## config.mk

```make
export PLATFORM = sky130hd
export DESIGN_NAME = ldpc_decode_sched
export DESIGN_NICKNAME = d
export VERILOG_FILES = /design/src/rtl/ldpc_decode_sched.sv
export SDC_FILE = /design/constraint.sdc
export NUM_CORES = 1
export LEC_CHECK = 0
export BUFFER_PORTS_ARGS = -buffer_cell sky130_fd_sc_hd__buf_2
export CAP_MARGIN = 20
export CORE_UTILIZATION = 23
export CTS_BUF_LIST = sky130_fd_sc_hd__clkbuf_16
export DETAILED_ROUTE_END_ITERATION = 8
export PLACE_DENSITY_LB_ADDON = 0.2
export SLEW_MARGIN = 20
export SYNTH_ARGS = -nofsm -noshare
export SYNTH_HDL_FRONTEND = slang
export SYNTH_SLANG_ARGS = --single-unit
```

## constraint.sdc

```tcl
create_clock -name clk -period 2.2 [get_ports clk]
set_input_delay 0.33 -clock clk [delete_from_list [all_inputs] [get_ports clk]]
set_output_delay 0.33 -clock clk [all_outputs]
set_load 0.02 [all_outputs]
```

## src/rtl/ldpc_decode_sched.sv

```systemverilog
// Frame sequencer for a stochastic LDPC decoder: clear, wait, warm-up, decode, latch, finish.
// Outputs decode from the state register, so nothing follows an input in the same cycle.
// No data backpressure; CH_RDY stalls the frame and ABORT returns to IDLE on the next edge.
module ldpc_decode_sched #(
   parameter int INIT_LEN  = 2,
   parameter int WARMUP    = 64,
   parameter int MAX_CYC   = 1024,
   parameter int PASS_HOLD = 16,
   parameter int CYCW      = 16
) (
   input  logic            clk,
   input  logic            rst_n,
   input  logic            start,
   input  logic            abort,
   input  logic            ch_rdy,
   input  logic            synd_ok,
   output logic            dec_init,
   output logic            node_en,
   output logic            cnt_en,
   output logic            hd_latch,
   output logic            busy,
   output logic            done,
   output logic            converged,
   output logic [CYCW-1:0] cyc_count
);

   // One phase counter serves both CLEAR and WARMUP, so size it for the longer one.
   localparam int PHMAX = (WARMUP > INIT_LEN) ? WARMUP : INIT_LEN;
   localparam int PHW   = $clog2(PHMAX + 1);
   localparam int PSW   = $clog2(PASS_HOLD + 1);

   typedef enum logic [2:0] {
      S_IDLE, S_CLEAR, S_WAIT_CH, S_WARMUP, S_DECODE, S_LATCH, S_FIN
   } state_t;

   state_t          state, state_nxt;
   logic [PHW-1:0]  ph_cnt;
   logic [PSW-1:0]  pass_cnt;
   logic [PSW-1:0]  pass_nxt;
   logic [CYCW-1:0] cyc_nxt;
   logic            pass_hit, cyc_hit, init_last, warm_last, aborting;

   // Pass counter saturates at PASS_HOLD; any failing syndrome restarts the run.
   assign pass_nxt  = synd_ok ? ((pass_cnt == PSW'(PASS_HOLD)) ? pass_cnt : pass_cnt + 1'b1) : '0;
   assign pass_hit  = (pass_nxt == PSW'(PASS_HOLD));
   assign cyc_nxt   = cyc_count + 1'b1;
   assign cyc_hit   = (cyc_nxt == CYCW'(MAX_CYC));
   assign init_last = (ph_cnt == PHW'(INIT_LEN - 1));
   assign warm_last = (ph_cnt == PHW'(WARMUP - 1));
   assign aborting  = abort && (state != S_IDLE);

   // State register; reset drops every decoded output immediately.
   always_ff @(posedge clk or negedge rst_n) begin
      if (!rst_n) state <= S_IDLE;
      else        state <= state_nxt;
   end

   // Next-state and Moore output decode; ABORT outranks every other transition.
   always_comb begin
      state_nxt = state;
      dec_init  = 1'b0;
      node_en   = 1'b0;
      cnt_en    = 1'b0;
      hd_latch  = 1'b0;
      busy      = 1'b0;
      done      = 1'b0;
      case (state)
         S_IDLE:    if (start) state_nxt = S_CLEAR;
         S_CLEAR: begin
            dec_init = 1'b1;
            busy     = 1'b1;
            if (init_last) state_nxt = S_WAIT_CH;
         end
         S_WAIT_CH: begin
            busy = 1'b1;
            if (ch_rdy) state_nxt = S_WARMUP;
         end
         S_WARMUP: begin
            node_en = 1'b1;
            busy    = 1'b1;
            if (warm_last) state_nxt = S_DECODE;
         end
         S_DECODE: begin
            node_en = 1'b1;
            cnt_en  = 1'b1;
            busy    = 1'b1;
            if (pass_hit || cyc_hit) state_nxt = S_LATCH;
         end
         S_LATCH: begin
            hd_latch  = 1'b1;
            busy      = 1'b1;
            state_nxt = S_FIN;
         end
         S_FIN: begin
            done      = 1'b1;
            state_nxt = S_IDLE;
         end
         default:   state_nxt = S_IDLE;
      endcase
      if (aborting) state_nxt = S_IDLE;
   end

   // Phase, pass and cycle counters plus the convergence flag.
   always_ff @(posedge clk or negedge rst_n) begin
      if (!rst_n) begin
         ph_cnt    <= '0;
         pass_cnt  <= '0;
         cyc_count <= '0;
         converged <= 1'b0;
      end else begin
         case (state)
            S_IDLE: begin
               if (start) begin
                  ph_cnt    <= '0;
                  pass_cnt  <= '0;
                  cyc_count <= '0;
                  converged <= 1'b0;
               end
            end
            S_CLEAR:  ph_cnt <= init_last ? '0 : ph_cnt + 1'b1;
            S_WARMUP: ph_cnt <= warm_last ? '0 : ph_cnt + 1'b1;
            S_DECODE: begin
               // The aborted cycle still counts as a decode cycle used.
               cyc_count <= cyc_nxt;
               pass_cnt  <= pass_nxt;
               if (pass_hit) converged <= 1'b1;
            end
            default: ;
         endcase
         if (aborting) begin
            ph_cnt    <= '0;
            pass_cnt  <= '0;
            converged <= 1'b0;
         end
      end
   end

endmodule

```

# Word-level counts from Yosys, hierarchy flattened
# Index checks and enable logic that the tools add are counted.
[word_totals]
reg_bits = 32
in_bits = 6
word_cells = 69
[classes]
add_sub_neg = 3
n_eq_ne = 18
muxes = 29
reduce_logical = 14
[op_table]
columns = ["cell", "count"]
rows = [
  ["16-bit one-hot mux with 2 select lines", 1],
  ["7-bit 2-to-1 mux", 4],
  ["7-bit one-hot mux with 3 select lines", 1],
  ["5-bit 2-to-1 mux", 4],
  ["3-bit 2-to-1 mux", 6],
  ["3-bit inequality test (second input constant)", 6],
  ["3-bit one-hot mux with 6 select lines", 1],
  ["16-bit by 1-bit adder with 16-bit output (second input constant)", 1],
  ["16-bit by 11-bit equality test with 1-bit output (second input constant)", 1],
  ["16-bit 2-to-1 mux", 1],
  ["5-bit equality test (second input constant)", 2],
  ["5-bit one-hot mux with 2 select lines", 1],
  ["3-bit equality test (second input constant)", 3],
  ["1-bit 2-to-1 mux", 9],
  ["7-bit by 1-bit adder with 7-bit output (second input constant)", 1],
  ["7-bit by 1-bit equality test with 1-bit output (second input constant)", 1],
  ["7-bit by 6-bit equality test with 1-bit output (second input constant)", 1],
  ["3-bit by 2-bit equality test with 1-bit output (second input constant)", 2],
  ["2-bit AND reduction", 3],
  ["3-bit nonzero test", 2],
  ["5-bit by 1-bit adder with 5-bit output (second input constant)", 1],
  ["5-bit AND reduction", 1],
  ["5-bit OR reduction", 1],
  ["4-bit nonzero test", 1],
  ["other kinds (9)", 9],
]

# Depth between registers and ports, before layout
[logic_depth]
depth_word = 8
depth_mapped = 9
mapped_depth_nobuf = 8

# Least setup slack after synthesis
# No wires, ideal clock.
[synth_path]
path_kind = "flip-flop to flip-flop"
start = "reg cyc_count[0]"
end = "reg state[0]"
arrival_time_ps = 2037
t_required_ps = 2135
setup_slack_ps = 98
path_stages_with_launch = 8
n_path_buf = 0
period_less_slack_ps = 2102
cell_sequence = "dfrtp_1 -> ha_1 -> and3_4 -> or4b_1 -> a21oi_1 -> a22oi_1 -> nor4_1 -> o21a_1"
[synth_between]
elab_chain_len = 5
[synth_lines]
columns = ["element", "line_no", "rtl"]
rows = [
  ["from (decl)", "24", "output logic [CYCW-1:0] cyc_count"],
  ["from (signal assigned)", "124", "cyc_count <= cyc_nxt;"],
  ["16-bit by 1-bit adder with 16-bit output", "46", "assign cyc_nxt = cyc_count + 1'b1;"],
  ["16-bit by 11-bit equality test with 1-bit output", "47", "assign cyc_hit = (cyc_nxt == CYCW'(MAX_CYC));"],
  ["1-bit logical OR", "87", "if (pass_hit || cyc_hit) state_nxt = S_LATCH;"],
  ["3-bit inequality test (no source line)", "n/a", ""],
  ["5-bit AND reduction (no source line)", "n/a", ""],
  ["to (signal assigned)", "55", "else state <= state_nxt;"],
  ["to (decl)", "36", "state_t state, state_nxt;"],
]
# Every way passes these cells.
# A chain may end at the register's enable or synchronous reset.

# Worst setup path in the final report
[layout_path]
start = "reg cyc_count[1]"
end = "reg state[0]"
# Same word-level chain as after synthesis.

==> impl_metrics.json <==
{
  "antennaDiodeCount": 0,
  "clockRootBuffer": "clkbuf_16",
  "fp.dieH_um": 97.40,
  "intPower_mw": 1.292,
  "fillCellCount": 926,
  "min_path_type": "in2async",
  "syn-num-nets": 264,
  "drc_errors": 0,
  "worst_pin_slew_ns": 0.7792,
  "syn_avg_cell_area_um2": 8.307,
  "final_layout_size_suffix_gt1_share_pct": 21.50,
  "regArea_um2": 800.8,
  "multiInputGateArea_um2": 1217,
  "grt_usage_pct": 12.17,
  "gp_congestion": 0.7904,
  "htreeDepth": 2,
  "die_w_um": 97.40,
  "finalSetupTns_ns": 0,
  "grt-ovfl-total": 0,
  "fin_nets": 304,
  "grt_start_max_net_pins": 33,
  "dp.cells": 391,
  "post-dp-hpwl_um": 3823,
  "cp.arrival_ns": 2.22,
  "slew_headroom_pct": 48.06,
  "wl_per_cell_um": 13.74,
  "cts_tree": "built",
  "seq_area_frac_synth_pct": 38.25,
  "combPwrFrac_pct": 32.9,
  "hold_viol": 0,
  "path_class": "reg2reg",
  "insertion_delay_ns": 0.28,
  "power_switching_mw": 0.7307,
  "cellPowerDensity_nw_per_um2": 776.5,
  "yosys_warnings": 0,
  "synth_cells": 252,
  "startpoint": "cyc_count[1]$_DFFE_PN0P_",
  "antenna_found_initial": 0,
  "grt_pass1_wl_um": 9280,
  "path_max_fanout": 6,
  "rsz0062_at_grt": "false",
  "clk_path_buf_depth": 2,
  "finalCritPeriodShare_pct": 93.56,
  "skew_ns": 0.002672,
  "die_area_um2": 9487,
  "grt_pass1_vias": 1839,
  "ant_nets": 0,
  "status": "finished, final reports clean",
  "holdWs_ns": 0.1337,
  "cts_buffers": 5,
  "firstDrtPassIters": 4,
  "netSwitchingFraction_pct": 36.12,
  "netlist_area_um2": 2093,
  "path_clk_slew_ns": 0.05,
  "clkPwrFrac_pct": 32.9,
  "fin_crit_ns": 2.058,
  "rows": 34,
  "reg2reg_from": "cyc_count[1]$_DFFE_PN0P_",
  "vias": 1973,
  "area.growth.synth_to_final_pct": 24.45,
  "synth_seq_cells": 32,
  "drt_iter0_markers": 106,
  "initial_core_util_pct": 23.89,
  "cts.sinks": 32,
  "vias_per_cell": 4.920,
  "worstPathRequired_ns": 2.37,
  "ir_worst_vdd_mv": 0.2411,
  "port_buffers": 28,
  "p_leak_nw": 1.178,
  "slew_violations": 0,
  "fmax_ghz": 0.4859,
  "r2r_slack_ns": 0.14,
  "p_seq_share_pct": 34.2,
  "yosysUniqueCellTypes": 51,
  "final_cell_mix": "32 x dfrtp_1, 31 x o21ai_0, 28 x buf_2, 25 x nor2_1, 23 x nand2_1",
  "setup_viol_count_final": 0,
  "final_common_cell": "dfrtp_1",
  "final_cells": 401,
  "cp-start-kind": "register",
  "ios": 29,
  "core_region_area_um2": 8763,
  "end_kind": "register",
  "drv_cap": 0,
  "wirelength_um": 5509
}
==> cells in the mapped netlist, drive strengths merged <==
library cell / number / area, um2
mux2i: 1 / 10.01
nor3: 9 / 55.05
a311oi: 1 / 8.760
or3: 1 / 6.260
a21oi: 10 / 50.05
and3: 8 / 55.05
xor2: 1 / 8.760
nand2: 23 / 86.33
nor2: 25 / 93.84
a22o: 2 / 17.52
nand4: 6 / 37.54
nor3b: 1 / 7.510
and4b: 1 / 10.01
o21ai: 40 / 200.2
a21o: 1 / 7.510
a211oi: 3 / 22.52
o22a: 1 / 8.760
inv: 8 / 30.03
dfrtp: 32 / 800.8
ha: 6 / 75.07
and2: 1 / 6.260
a31oi: 4 / 25.02
o31ai: 6 / 45.04
nand3: 11 / 67.57
a211o: 2 / 17.52
mux2: 1 / 11.26
a32o: 1 / 10.01
nor2b: 3 / 18.77
nor4: 6 / 43.79
xnor2: 5 / 43.79
o22ai: 1 / 6.260
buf: 4 / 21.27
o21a: 2 / 15.01
clkbuf: 10 / 37.54
or4b: 2 / 20.02
o2bb2ai: 1 / 8.760
or3b: 1 / 8.760
o21bai: 2 / 15.01
a22oi: 1 / 7.510
nand2b: 3 / 18.77
o41ai: 3 / 33.79
or4bb: 1 / 11.26
o2111ai: 1 / 8.760
==> cell type report <==
type                            count  area share, %
Clock buffer                        5          4.803
Clock inverter                      3         0.5283
Inverter                            8          1.153
Multi-Input combinational cell    198          46.73
Sequential cell                    32          30.74
Tap cell                          108          5.187
Timing Repair Buffer               47          10.85
==> worst paths after layout <==
check,to,depth (start not counted)
setup / recovery,state[0]$_DFFE_PN0P_,8
hold / removal,cyc_count[2]$_DFFE_PN0P_,1
setup reg to reg,state[0]$_DFFE_PN0P_,8
hold reg to reg,ph_cnt[6]$_DFFE_PN0P_,1
max in group asynchronous,cyc_count[9]$_DFFE_PN0P_,1
min in group clk,pass_cnt[4]$_DFFE_PN0P_,2
==> power by group through the flow <==
| stage | registers [mW] | clock network [mW] | logic [mW] |
|---|---|---|---|
| detailed placement | 0.702 | 0 | 0.669 |
| global placement | 0.702 | 0 | 0.672 |
| CTS | 0.691 | 0.690 | 0.673 |
| floorplan | 0.699 | 0 | 0.431 |
| global route | 0.700 | 0.705 | 0.732 |
| finish | 0.692 | 0.666 | 0.666 |
==> through the flow <==
step	utilization, %	instance area, um2	setup WS [ns]	power (mW)
6_report	29.73	2605	0.1418	2.023
5_1_grt	29.73	2605	0.01648	2.137
4_1_cts	29.40	2576	0.03415	2.054
3_5_place_dp	27.81	2437	0.07266	1.371
3_3_place_gp	27.81	2437	0.1344	1.373
2_1_floorplan	-	2093	0.09830	1.130
==> routing by layer <==
layer | track usage, % | up-vias | part of all wire [%]
met5 | 0 | - | 0
met4 | 4.412 | 0 | 1.3
met3 | 2.950 | 7 | 3.2
met2 | 19.04 | 26 | 44
met1 | 16.25 | 928 | 51
li1 | - | 1012 | -
==> worst max-delay path, stage by stage (launching register included) <==
cell and delay, ns:
dfrtp_1 0.41, ha_1 0.19, buf_4 0.14, nand3_1 0.18, nor3_2 0.25, and4b_1 0.22
a311oi_1 0.32, nor4_2 0.07, o21a_1 0.17
==> flip-flops by register name (all words and copies together) (netlist names) <==
signal / cells
cyc_count: 16
ph_cnt: 7
pass_cnt: 5
state: 3
converged: 1
==> cell families (layout without fill, tap and decap cells) <==
group / count (synthesis) / count (layout) / synth area share, %
AND/OR/NAND/NOR: 102 / 102 / 26.12
flip-flops: 32 / 32 / 38.25
adder cells (fa/ha/maj): 6 / 6 / 3.586
AO/OA/AOI/OAI: 82 / 82 / 24.27
multiplexers: 2 / 2 / 1.016
XOR/XNOR: 6 / 6 / 2.510
buffers and inverters: 22 / 63 / 4.244
==> repair_timing <==
item,4_1_cts,5_1_grt
setup buffers,0,2
setup endpoints to repair,0,4
gates resized for setup,0,3
hold buffers,0,0
Power figures use the tool's default switching activity.
